==> src/rtl/coherence_bus_ctrl_if.sv <==
// coherence_bus_ctrl_if: cache coherence ports and memory port bundled for the snoop-bus controller
interface coherence_bus_ctrl_if #(
    parameter int NCACHES    = 2,
    parameter int BLOCK_SIZE = 2
);
    localparam int BW = 32 * BLOCK_SIZE;
    logic [NCACHES-1:0]    req;
    logic [NCACHES-1:0]    req_write;
    logic [NCACHES*32-1:0] req_addr;
    logic [NCACHES-1:0]    snoop_req;
    logic [31:0]           snoop_addr;
    logic                  snoop_inv;
    logic [NCACHES-1:0]    snoop_busy;
    logic [NCACHES-1:0]    snoop_hit;
    logic [NCACHES-1:0]    snoop_dirty;
    logic [NCACHES*BW-1:0] snoop_data;
    logic                  mem_ren;
    logic                  mem_wen;
    logic [31:0]           mem_addr;
    logic [BW-1:0]         mem_wdata;
    logic [BW-1:0]         mem_rdata;
    logic                  mem_ready;
    logic [NCACHES-1:0]    resp_valid;
    logic [BW-1:0]         resp_data;
    logic [1:0]            resp_state;

    modport master (
        input  req, req_write, req_addr, snoop_busy, snoop_hit, snoop_dirty, snoop_data,
               mem_rdata, mem_ready,
        output snoop_req, snoop_addr, snoop_inv, mem_ren, mem_wen, mem_addr, mem_wdata,
               resp_valid, resp_data, resp_state
    );

    modport slave (
        output req, req_write, req_addr, snoop_busy, snoop_hit, snoop_dirty, snoop_data,
               mem_rdata, mem_ready,
        input  snoop_req, snoop_addr, snoop_inv, mem_ren, mem_wen, mem_addr, mem_wdata,
               resp_valid, resp_data, resp_state
    );
endinterface

==> src/rtl/coherence_bus_ctrl.sv <==
// coherence_bus_ctrl: round-robin MESI snoop-bus controller between private L1 caches and memory
module coherence_bus_ctrl #(
    parameter int NCACHES    = 2,
    parameter int BLOCK_SIZE = 2
) (
    input  logic CLK,
    input  logic nRST,
    coherence_bus_ctrl_if.master bus
);
    localparam int BW  = 32 * BLOCK_SIZE;
    localparam int IW  = $clog2(NCACHES);
    localparam int OFF = $clog2(BLOCK_SIZE) + 2;
    localparam logic [31:0] MASK = ~((32'd1 << OFF) - 32'd1);
    localparam logic [1:0] MODIFIED = 2'd0, EXCLUSIVE = 2'd1, SHARED = 2'd2, INVALID = 2'd3;

    typedef enum logic [2:0] {IDLE, SNOOP, COLLECT, MEMRD, WB, DONE} state_t;

    state_t          state, next;
    logic [IW-1:0]   last, idx, grant, resp_idx;
    logic            found, hit_any, others_busy, write, shared, snoop_go;
    logic [31:0]     addr;
    logic [BW-1:0]   data;
    logic [1:0]      end_state;

    // round-robin pick: first pending request after the last one served
    always_comb begin
        grant = '0;
        found = 1'b0;
        for (int i = 1; i <= NCACHES; i++) begin
            if (!found && bus.req[(int'(last) + i) % NCACHES]) begin
                grant = IW'((int'(last) + i) % NCACHES);
                found = 1'b1;
            end
        end
    end

    // lowest-index hitter and busy status, both excluding the requester
    always_comb begin
        resp_idx    = '0;
        hit_any     = 1'b0;
        others_busy = 1'b0;
        for (int i = NCACHES - 1; i >= 0; i--) begin
            if (bus.snoop_hit[i] && i != int'(idx)) begin
                resp_idx = IW'(i);
                hit_any  = 1'b1;
            end
            if (bus.snoop_busy[i] && i != int'(idx)) others_busy = 1'b1;
        end
    end

    // state register
    always_ff @(posedge CLK or negedge nRST) begin
        if (!nRST) state <= IDLE;
        else state <= next;
    end

    // next-state sequencing of one transaction at a time
    always_comb begin
        next = state;
        case (state)
            IDLE:    next = found ? SNOOP : IDLE;
            SNOOP:   next = others_busy ? SNOOP : COLLECT;
            COLLECT: next = !hit_any ? MEMRD : (bus.snoop_dirty[resp_idx] ? WB : DONE);
            MEMRD:   next = bus.mem_ready ? DONE : MEMRD;
            WB:      next = bus.mem_ready ? DONE : WB;
            default: next = IDLE;
        endcase
    end

    // transaction context: requester, aligned address, block data and sharing outcome
    always_ff @(posedge CLK or negedge nRST) begin
        if (!nRST) begin
            last   <= IW'(NCACHES - 1);
            idx    <= '0;
            addr   <= '0;
            write  <= 1'b0;
            shared <= 1'b0;
            data   <= '0;
        end else begin
            if (state == IDLE && found) begin
                idx   <= grant;
                addr  <= bus.req_addr[int'(grant)*32 +: 32] & MASK;
                write <= bus.req_write[grant];
            end
            if (state == COLLECT) begin
                shared <= hit_any;
                if (hit_any) data <= bus.snoop_data[int'(resp_idx)*BW +: BW];
            end
            if (state == MEMRD && bus.mem_ready) data <= bus.mem_rdata;
            if (state == DONE) last <= idx;
        end
    end

    assign snoop_go   = state == SNOOP && !others_busy;
    assign end_state  = write ? MODIFIED : (shared ? SHARED : EXCLUSIVE);

    assign bus.snoop_req  = snoop_go ? ~(NCACHES'(1) << idx) : '0;
    assign bus.snoop_addr = snoop_go ? addr : '0;
    assign bus.snoop_inv  = snoop_go && write;
    assign bus.mem_ren    = state == MEMRD;
    assign bus.mem_wen    = state == WB;
    assign bus.mem_addr   = (state == MEMRD || state == WB) ? addr : '0;
    assign bus.mem_wdata  = state == WB ? data : '0;
    assign bus.resp_valid = state == DONE ? NCACHES'(1) << idx : '0;
    assign bus.resp_data  = state == DONE ? data : '0;
    assign bus.resp_state = state == DONE ? end_state : INVALID;
endmodule
==> src/flat_wrapper.sv <==
// flat-port wrapper written by rule: the top's interface ports become plain ports
module coherence_bus_ctrl_flat 
#(
    parameter int NCACHES    = 2,
    parameter int BLOCK_SIZE = 2
)
  (CLK, nRST, bus_req, bus_req_write, bus_req_addr, bus_snoop_busy, bus_snoop_hit, bus_snoop_dirty, bus_snoop_data, bus_mem_rdata, bus_mem_ready, bus_snoop_req, bus_snoop_addr, bus_snoop_inv, bus_mem_ren, bus_mem_wen, bus_mem_addr, bus_mem_wdata, bus_resp_valid, bus_resp_data, bus_resp_state);
  coherence_bus_ctrl_if #(.NCACHES(NCACHES), .BLOCK_SIZE(BLOCK_SIZE)) bus_i ();
  input  logic CLK;
  input  logic nRST;
  input wire logic [$bits(bus_i.req)-1:0] bus_req;
  input wire logic [$bits(bus_i.req_write)-1:0] bus_req_write;
  input wire logic [$bits(bus_i.req_addr)-1:0] bus_req_addr;
  input wire logic [$bits(bus_i.snoop_busy)-1:0] bus_snoop_busy;
  input wire logic [$bits(bus_i.snoop_hit)-1:0] bus_snoop_hit;
  input wire logic [$bits(bus_i.snoop_dirty)-1:0] bus_snoop_dirty;
  input wire logic [$bits(bus_i.snoop_data)-1:0] bus_snoop_data;
  input wire logic [$bits(bus_i.mem_rdata)-1:0] bus_mem_rdata;
  input wire logic [$bits(bus_i.mem_ready)-1:0] bus_mem_ready;
  output wire logic [$bits(bus_i.snoop_req)-1:0] bus_snoop_req;
  output wire logic [$bits(bus_i.snoop_addr)-1:0] bus_snoop_addr;
  output wire logic [$bits(bus_i.snoop_inv)-1:0] bus_snoop_inv;
  output wire logic [$bits(bus_i.mem_ren)-1:0] bus_mem_ren;
  output wire logic [$bits(bus_i.mem_wen)-1:0] bus_mem_wen;
  output wire logic [$bits(bus_i.mem_addr)-1:0] bus_mem_addr;
  output wire logic [$bits(bus_i.mem_wdata)-1:0] bus_mem_wdata;
  output wire logic [$bits(bus_i.resp_valid)-1:0] bus_resp_valid;
  output wire logic [$bits(bus_i.resp_data)-1:0] bus_resp_data;
  output wire logic [$bits(bus_i.resp_state)-1:0] bus_resp_state;
  assign bus_i.req = bus_req;
  assign bus_i.req_write = bus_req_write;
  assign bus_i.req_addr = bus_req_addr;
  assign bus_i.snoop_busy = bus_snoop_busy;
  assign bus_i.snoop_hit = bus_snoop_hit;
  assign bus_i.snoop_dirty = bus_snoop_dirty;
  assign bus_i.snoop_data = bus_snoop_data;
  assign bus_i.mem_rdata = bus_mem_rdata;
  assign bus_i.mem_ready = bus_mem_ready;
  assign bus_snoop_req = bus_i.snoop_req;
  assign bus_snoop_addr = bus_i.snoop_addr;
  assign bus_snoop_inv = bus_i.snoop_inv;
  assign bus_mem_ren = bus_i.mem_ren;
  assign bus_mem_wen = bus_i.mem_wen;
  assign bus_mem_addr = bus_i.mem_addr;
  assign bus_mem_wdata = bus_i.mem_wdata;
  assign bus_resp_valid = bus_i.resp_valid;
  assign bus_resp_data = bus_i.resp_data;
  assign bus_resp_state = bus_i.resp_state;
  coherence_bus_ctrl #(.NCACHES(NCACHES), .BLOCK_SIZE(BLOCK_SIZE)) u_core (.CLK(CLK), .nRST(nRST), .bus(bus_i));
endmodule
==> config.mk <==
export PLATFORM = sky130hd
export DESIGN_NAME = coherence_bus_ctrl_flat
export DESIGN_NICKNAME = d
export VERILOG_FILES = /design/src/rtl/coherence_bus_ctrl_if.sv /design/src/rtl/coherence_bus_ctrl.sv /design/src/flat_wrapper.sv
export SDC_FILE = /design/constraint.sdc
export NUM_CORES = 1
export LEC_CHECK = 0
export ABC_AREA = 1
export BUFFER_PORTS_ARGS = -buffer_cell sky130_fd_sc_hd__buf_2
export CORE_AREA = 3 3 183 185
export DETAILED_ROUTE_END_ITERATION = 6
export DIE_AREA = 0 0 186 188
export GPL_ROUTABILITY_DRIVEN = 0
export PLACE_DENSITY = 0.55
export SLEW_MARGIN = 20
export SYNTH_ARGS = -nofsm -noshare
export SYNTH_HDL_FRONTEND = slang
export SYNTH_SLANG_ARGS = --single-unit
==> constraint.sdc <==
create_clock -name CLK -period 2.03 [get_ports CLK]
set_input_delay 0.3045 -clock CLK [delete_from_list [all_inputs] [get_ports CLK]]
set_output_delay 0.3045 -clock CLK [all_outputs]
set_load 0.05 [all_outputs]
==> out/metrics.cfg <==
[timing]
max_freq_ghz = 0.462
hold_viol_final = 20
worst_slew_pin_slew_ns = 0.960
slew_headroom_pct = 36.0
finalCritPeriodShare_pct = 107
rsz0062_at_grt = true
whs_ns = -0.0531
report.final.slew_viol_count = 0
setup_viol = 84
fin_skew_ns = 0.0161
setup_ws_ns = -0.135
period_needed_ns = 2.16

[setup_path]
timing.rr.end = u_core.data[9]
crit_required_ns = 1.73
r2r-start = u_core.state[2]
arrival_ns = 1.86
startpoint_type = flip-flop
path_buf_inv = 5
reg2reg_slack_ns = 0.10
crit_chain = buf_6 > buf_6 > nor2_4 > o211ai_1 > buf_4 > clkbuf_16 > nor2_4 > buf_8
end_kind = output pin
crit_family = buffers and inverters
path_class = reg -> out
cp_slowest_stage_delay_ns = 0.40
r2r_cells = 11
critPathSlowestCell = dfrtp_1
crit_fanout = 8

[floorplan]
dieWidth_um = 186
core_area_mm2 = 0.0322
dieArea_mm2 = 0.0350
row_count = 66
start_util_pct = 22.6
ioPinCount = 470
die_y_um = 188

[global_routing]
grt_pass1_wl_um = 49100
grt_start_max_net_pins = 101
first_global_vias = 8972
track_usage_pct = 17.8
antenna_found_initial = 1
overflow = 0

[clocking]
cts_made_buffers = 9
cts_tree = yes
htreeDepth = 3
clock_latency_ns = 0.36
hold_buffers = 0
cts_buffer_depth = 2
cts.sinks = 100
cts-root-buf = clkbuf_16
clk_pin_slew_ns = 0.08

[detailed_routing]
antenna_left = 0
drc = 0
via_count = 9561
vias_per_cell = 4.53
totalWireLength_um = 34700
drt_iter0_drc = 415
wl_per_cell_um = 16.4
firstDrtPassIters = 5

[synth]
synth_top_family_by_area = simple AND/OR/NAND/NOR gates
ys_top_cells_by_area = dfrtp_1 (34%), nand2_1 (27%), nand3_1 (14%), nor2_1 (10%), inv_1 (5.6%)
synth_compound_area_share_pct = 2.78
avgSynthCellArea_um2 = 5.74
yosys.area_share.simple_pct = 50.9
yosysTopAreaCell = dfrtp_1
synth_top_area_share_pct = 34.0
synth_warnings = 0
postSynthCellCount = 1269
synthXorXnorAreaFrac_pct = 0
yosysSeqAreaShare_pct = 34.4
synthAdderAreaFrac_pct = 0
synth_mux_area_share_pct = 0
synth_cell_types = 17
syn_area_mm2 = 0.00728
ys_ff_latch = 100

[power]
power_density_mw_per_mm2 = 1220
finalPower_uw = 14600
ir_drop_v = 0.000583
p_leak_uw = 0.00671

[cells_and_area]
mostFrequentLayoutCell = nand2_1
finish.utilization_pct = 37.2
syn2layout_area_growth_pct = 64.4
layout.nets = 1967
drive_gt1_share_pct = 36.8
most-common-layout-cells = nand2_1 (519), buf_2 (266), nand3_1 (196)
layoutNonFillerInstCount = 2112

[run_status]
status = finished, violations left
violations = negative hold slack, negative setup slack

[hold_path]
hold_class = in -> async

[placed_design]
dp_hpwl_um = 23600
numPortBuffers = 457
dp.cells = 2069

[run]
drv_cap = 0

-- area by class of cell --
class                           count  area, um^2
Sequential cell                   100        2500
Clock inverter                      5        45.0
Multi-Input combinational cell    965        4400
Inverter                          108         409
Fill cell                        3438       20200
Clock buffer                       11         243
Timing Repair Buffer              514        3860
Tap cell                          408         510
Antenna cell                        1        2.50
-- cell usage after synthesis --
library cell	n
nand2_1	522
nand3_1	197
nor2_1	195
inv_1	108
dfrtp_1	99
clkbuf_1	39
o21ai_0	39
buf_2	38
buf_1	16
buf_4	8
nand2_2	2
clkbuf_2	1
conb_1	1
dfstp_2	1
nor2_2	1
nor3_2	1
o211ai_1	1
-- power by group --
group	internal, uW	total (uW)	switching, uW
clock	886	1740	853
sequential	2900	3330	435
combinational	3080	9560	6470
-- per-stage QoR --
step	worst slack, ns	hold slack [ns]	TNS [ns]	cell area (um^2)
3_5_place_dp	-0.160	0.424	-2.96	10100
5_1_grt	-0.211	0.0533	-16.77	12000
3_3_place_gp	-0.0969	0.417	-1.31	10100
4_1_cts	-0.133	0.0273	-5.24	11400
2_1_floorplan	-0.100	0.00891	-3.18	7420
6_report	-0.135	-0.0531	-4.48	12000
-- metal layers --
layer / wire [um] / vias up / global-route usage, % / part of all wire (%)
met5: 0 / - / 0 / 0
met4: 1020 / 0 / 6.13 / 2.9
met3: 2160 / 48 / 2.56 / 6.2
met2: 17400 / 393 / 32.3 / 50
met1: 14000 / 4408 / 21.3 / 41
li1: - / 4712 / - / -
-- cell families after synthesis --
group / Yosys count
simple gates: 918
buf+inv: 210
compound gates: 40
other cells: 1
flops: 100
-- timing repair --
action / CTS / global route
pin swaps: 5 / 3
setup endpoints to repair: 186 / 180
gates cloned: 4 / 5
gates resized for setup: 270 / 171
setup buffers: 10 / 8
-- worst max-delay path by stage --
stage,start,endpoint,slack [ns],cells past startpoint
floorplan,u_core.state[2],bus_mem_addr[11],-0.10,6
global placement,u_core.state[0],bus_mem_addr[15],-0.1,6
detailed placement,u_core.state[0],bus_mem_addr[9],-0.16,6
CTS,u_core.state[2],bus_snoop_addr[3],-0.13,8
global route,u_core.state[2],bus_snoop_addr[22],-0.21,8
finish,u_core.state[2],bus_snoop_addr[22],-0.13,8
-- flip-flops by register name, indices dropped and copies added (netlist names) --
signal / flops
u_core.addr: 29
u_core.data: 64
u_core.idx: 1
u_core.last: 1
u_core.shared: 1
u_core.state: 3
u_core.write: 1
Power figures use the tool's default switching activity.
